`src/rtl/bp_redirect_ctrl.sv`:
```
// Branch-prediction redirect controller: tracks BTB predictions IF->ID->EX,
// checks them at EX, drives redirect/flush/BTB update. Optional stats: BP_STATS_EN.
module bp_redirect_ctrl #(
   parameter int CNT_W = 32
) (
   input  logic             clk,
   input  logic             rst,
   input  logic             pred_valid_if,
   input  logic [31:0]      pred_target_if,
   input  logic             if_id_en,
   input  logic             id_ex_en,
   input  logic             ex_fire,
   input  logic [31:0]      ex_pc,
   input  logic             ex_is_branch,
   input  logic             ex_taken,
   input  logic [31:0]      ex_target,
   output logic             redirect,
   output logic [31:0]      redirect_pc,
   output logic             flush_if_id,
   output logic             flush_id_ex,
   output logic             btb_update,
   output logic [31:0]      btb_pc,
   output logic             btb_taken,
   output logic [31:0]      btb_target,
   output logic [CNT_W-1:0] cnt_branch,
   output logic [CNT_W-1:0] cnt_mispredict
);

   logic        r_pid_v;
   logic [31:0] r_pid_tgt;
   logic        r_pex_v;
   logic [31:0] r_pex_tgt;

   logic        w_mis;
   logic [31:0] w_rpc;
   logic        w_upd;
   logic [31:0] w_seq_pc;

   assign w_seq_pc = ex_pc + 32'd4;

   // Prediction tracking in ID; a flush wipes it, otherwise follows IF/ID.
   always_ff @(posedge clk or posedge rst) begin
      if (rst) begin
         r_pid_v   <= 1'b0;
         r_pid_tgt <= '0;
      end else if (w_mis) begin
         r_pid_v   <= 1'b0;
         r_pid_tgt <= '0;
      end else if (if_id_en) begin
         r_pid_v   <= pred_valid_if;
         r_pid_tgt <= pred_target_if;
      end
   end

   // Prediction tracking in EX; a flush wipes it, otherwise follows ID/EX.
   always_ff @(posedge clk or posedge rst) begin
      if (rst) begin
         r_pex_v   <= 1'b0;
         r_pex_tgt <= '0;
      end else if (w_mis) begin
         r_pex_v   <= 1'b0;
         r_pex_tgt <= '0;
      end else if (id_ex_en) begin
         r_pex_v   <= r_pid_v;
         r_pex_tgt <= r_pid_tgt;
      end
   end

   // Compare the carried prediction against the resolved outcome.
   always_comb begin
      w_mis = 1'b0;
      w_rpc = '0;
      if (ex_fire) begin
         if (ex_is_branch) begin
            if (ex_taken) begin
               if (!r_pex_v || (r_pex_tgt != ex_target)) begin
                  w_mis = 1'b1;
                  w_rpc = ex_target;
               end
            end else if (r_pex_v) begin
               w_mis = 1'b1;
               w_rpc = w_seq_pc;
            end
         end else if (r_pex_v) begin
            // Non-branch hit in the BTB: fall through to the next PC.
            w_mis = 1'b1;
            w_rpc = w_seq_pc;
         end
      end
   end

   assign w_upd       = ex_fire & ex_is_branch;
   assign redirect    = w_mis;
   assign redirect_pc = w_rpc;
   assign flush_if_id = w_mis;
   assign flush_id_ex = w_mis;
   assign btb_update  = w_upd;
   assign btb_pc      = ex_fire ? ex_pc : '0;
   assign btb_taken   = ex_fire & ex_taken;
   assign btb_target  = ex_fire ? ex_target : '0;

`ifdef BP_STATS_EN
   logic [CNT_W-1:0] r_cnt_br;
   logic [CNT_W-1:0] r_cnt_mis;

   // Saturating counters of resolved branches and issued redirects.
   always_ff @(posedge clk or posedge rst) begin
      if (rst) begin
         r_cnt_br  <= '0;
         r_cnt_mis <= '0;
      end else begin
         if (w_upd && !(&r_cnt_br))
            r_cnt_br <= r_cnt_br + CNT_W'(1);
         if (w_mis && !(&r_cnt_mis))
            r_cnt_mis <= r_cnt_mis + CNT_W'(1);
      end
   end

   assign cnt_branch     = r_cnt_br;
   assign cnt_mispredict = r_cnt_mis;
`else
   assign cnt_branch     = '0;
   assign cnt_mispredict = '0;
`endif

endmodule

```
`config.mk`:
```
export PLATFORM = sky130hd
export DESIGN_NAME = bp_redirect_ctrl
export DESIGN_NICKNAME = d
export VERILOG_FILES = /design/src/rtl/bp_redirect_ctrl.sv
export SDC_FILE = /design/constraint.sdc
export NUM_CORES = 1
export LEC_CHECK = 0
export ABC_CLOCK_PERIOD_IN_PS = 3200
export CORE_ASPECT_RATIO = 0.5
export CORE_MARGIN = 5
export CORE_UTILIZATION = 41
export DETAILED_ROUTE_END_ITERATION = 7
export GPL_TIMING_DRIVEN = 0
export PLACE_DENSITY = 0.87
export SLEW_MARGIN = 25
export SYNTH_ARGS = -nofsm -noshare
export SYNTH_HDL_FRONTEND = slang
export SYNTH_SLANG_ARGS = --single-unit
```
`constraint.sdc`:
```
create_clock -name clk -period 3.2 [get_ports clk]
set_input_delay 0.64 -clock clk [delete_from_list [all_inputs] [get_ports clk]]
set_output_delay 0.64 -clock clk [all_outputs]
set_load 0.05 [all_outputs]
```
==> impl_results.md <==
- Multi-input gate area: 3380 um^2
- Worst VDD drop: 0.000309 V
- Wire per inst: 19.5 um
- Storage cell area: 1650 um^2
- Warnings, synthesis: 0
- Seq/Total Area, Yosys: a little under a third
- Startpoint Class: primary input
- Failing checks: negative setup slack
- Clock power share: 26.6%
- CTS max path bufs: 2
- Crit path DAT: approximately 2.7 ns
- Routability cong.: 0.951
- Fin crit period: 3.29 ns
- Leak pwr: 4.15 nW
- Die extent in x: 169 um
- Largest net degree at the start of global routing: 39
- Number of buffers added on ports: around 200
- Hold Fails Final Rpt: 0
- Global-route usage over all layers: 24.5%
- Final wirelength: 20.4 mm
- Worst path bufs/invs: 3
- DRT iter0 DRCs: 430
- Row cnt: 29
- Num ports: 269
- Full die area: 15,200 um^2
- Mapped cell area: 5210 um^2
- Area leader, netlist: dfrtp_1
- Drt pass-1 iters: 6
- DR vias/cell: about 5.2
- Nets: between 900 and 1k
- Share of the synthesized area in the top cell type: 31.7%
- Worst EP required: 2.56 ns
- Post-route clock period utilization: 103%
- Syn avg cell area: ~9 um^2
- Worst reg2reg endpoint: r_pid_tgt[16]$_DFFE_PP0P_
- Clk sink count: 66
- H-tree levels: 3
- Clock latency on the worst-skew pair: 0.32 ns
- Hold path depth: 2
- Area Growth Syn to Fin: 58.3%
- Distinct cells, synth: 39
- HP Class: reg2reg
- Reg2Reg Setup Slack: about 0.74 ns
- Initial core utilization: 41.5%
- Power Density: 404 nW/um^2
- Hold Path Origin: r_pid_tgt[5]$_DFFE_PP0P_
- Worst Reg-to-Reg Cells: 8
- Largest delay share family, worst path: simple AND/OR/NAND/NOR gates
- Largest cells by area after synthesis: dfrtp_1, mux2i_1, buf_4
- Status: complete, but fails checks
- CTS Buf Count: 9
- Int Pwr: 2.01 mW
- Hpwl dp: 15.0 mm
- Core Footprint: 12,600 um^2
- Die Ht: 89.7 um
- Total Power: 3.33 mW
- Fillers: 974
- Vias in the first global route: 5,406
- Final setup violation count: 30
- Worst-margin pin slew: about 0.77 ns
- Critical path's most frequent cell: nor4b_4
- Max Clk Rate: ~300 MHz
- Crit end category: output port
- Hold endpoint: r_pid_tgt[5]$_DFFE_PP0P_
- Hold_ws: approximately 0.6 ns
- Via count: 5,415
- Placed insts: around 1k
- Final cell count without fillers: around 1.0k
- Setup TNS: -1.54 ns
- Worst setup margin: -0.0947 ns
- Critical path class: in2out
- Share of layout cells above drive strength 1: between 20% and 30%
- Initial antenna violation count: 1
- Combinational fraction of design power: 41.4%
- Seq pwr share: roughly 32%
- Net Sw Frac: ~40%
- CTS root buf: clkbuf_16
- Worst slew margin: 48.6%
- Final Skew: 0.00746 ns
- CP cell instances: dlygate4sd2_1 > xnor2_2 > nor4b_4 > nor4b_4 > nand3_1 > buf_4 > a32o_1 > buf_2
- R2R Path Start: r_pex_tgt[11]$_DFFE_PP0P_
- TritonCTS clock tree: done
- Max incr delay on CP: between 0.3 and 0.4 ns
- Cell count after synthesis: 583
- Total gr overflow: 0
- Critical Path Fanout Max: 5
- Reg clk slew, reported paths: around 0.05 ns
- Final Max Slew Viols: 0
- Final ANT Viol Nets: 0
- First-pass GRT wire length: 30.0 mm
- Max-cap violation count: 0
- FF+latch count, synth: 66
- Psw: 1.33 mW
- Final Core Density: between 60 and 70%
- DRC Markers: 0
- Slowest CP cell: nor4b_4
-- through the flow --
stage | worst slack [ns] | area [um^2]
global placement | -1.01 | 7700
finish | -0.0947 | 8240
floorplan | 0.136 | 5470
detailed placement | -1.03 | 7730
CTS | 0.00211 | 8050
global route | -0.144 | 8240
-- worst register-to-register path, stage by stage, from the launching register on --
cell     delay (ns)
dfrtp_1        0.41
xor2_2         0.20
buf_4          0.15
nor4b_4        0.32
nor4b_4        0.36
a31oi_1        0.18
buf_2          0.23
buf_2          0.22
nor3_1         0.28
-- layout by cell type (no fill, tap or decap), drive strengths merged, types with 4 or more instances in the layout --
cell / instances
buf: 128
nor3: 71
and2: 67
clkbuf: 67
mux2i: 66
dfrtp: 66
conb: 64
clkdlybuf4s50: 61
nand2: 41
xnor2: 40
dlygate4sd2: 31
o22ai: 28
dlymetal6s2s: 24
clkdlybuf4s15: 22
nand4: 20
xor2: 20
nand3: 11
and3: 8
nor2: 8
and4: 5
nor4: 4
a32o: 4
inv: 4
-- area by class of cell --
type                    instances  share of cell area [%]
diodes                          1                  0.0304
plain buffers                 105                    8.83
clock buffers                  13                    3.16
clock inverters                 2                   0.152
inverters                       4                   0.212
multi-input cells             469                    41.0
flip-flops and latches         66                    20.0
well taps                     170                    2.58
repair buffers                215                    24.0
-- what timing repair did --
action                                  4_1_cts  5_1_grt
pin swaps                                     7       10
cloned                                        1        0
buffers inserted                              6        5
hold buffers                                  0        0
hold endpoints to repair                      0        0
gates resized for setup                     342      135
endpoints found under the setup margin       91       83
-- Yosys cell counts (all sizes together) --
library cell,instances
buf,79
nor3,71
and2,67
dfrtp,66
mux2i,66
nand2,41
xnor2,40
o22ai,28
clkbuf,27
nand4,20
xor2,20
nand3,11
and3,8
nor2,8
and4,5
a32o,4
inv,4
nor4,4
nor4b,3
or4,3
a211oi,1
a21oi,1
a31oi,1
conb,1
dlygate4sd1,1
ha,1
o21ai,1
or2,1
-- worst max path at each step --
stage | startpoint | to | cells after the start
after CTS | ex_pc[23] | redirect_pc[31] | 8
after global routing | ex_target[5] | redirect_pc[3] | 8
after floorplan | ex_pc[9] | redirect_pc[27] | 6
final | ex_target[5] | redirect_pc[3] | 8
after global placement | ex_pc[2] | redirect_pc[18] | 8
after detailed placement | ex_pc[2] | redirect_pc[22] | 8
-- state kept, by name, indices dropped and copies added, names as in the netlist --
| register | count |
|---|---|
| r_pex_v | 1 |
| r_pid_v | 1 |
| r_pid_tgt | 32 |
| r_pex_tgt | 32 |
-- power by group through the flow --
stage	clock [mW]	sequential [mW]	combinational, mW
after floorplan	0	1.02	0.896
after global routing	0.925	1.08	1.45
final	0.886	1.07	1.38
after CTS	0.892	1.06	1.30
after detailed placement	0	1.06	1.32
after global placement	0	1.05	1.29
-- metal layers --
layer  GRT usage (%)  up-vias  wire [um]  share of wire, %
li1                -     2489          -                 -
met3            5.39       63       1810               8.9
met2            44.4      304      10200                50
met5               0        -          0                 0
met4            9.04        0        835               4.1
met1            28.4     2559       7550                37
-- kinds of logic after synthesis --
kind of cell    after synthesis  share of synthesized area, %
flops                        66                          31.7
simple gates                242                          26.4
buf+inv                     111                          14.0
mux                          66                          12.7
compound gates               36                          4.83
other cells                   1                        0.0720
xor+xnor                     60                          10.1
fa+ha+maj                     1                         0.240
No activity file was read; power rests on OpenSTA's default activity.
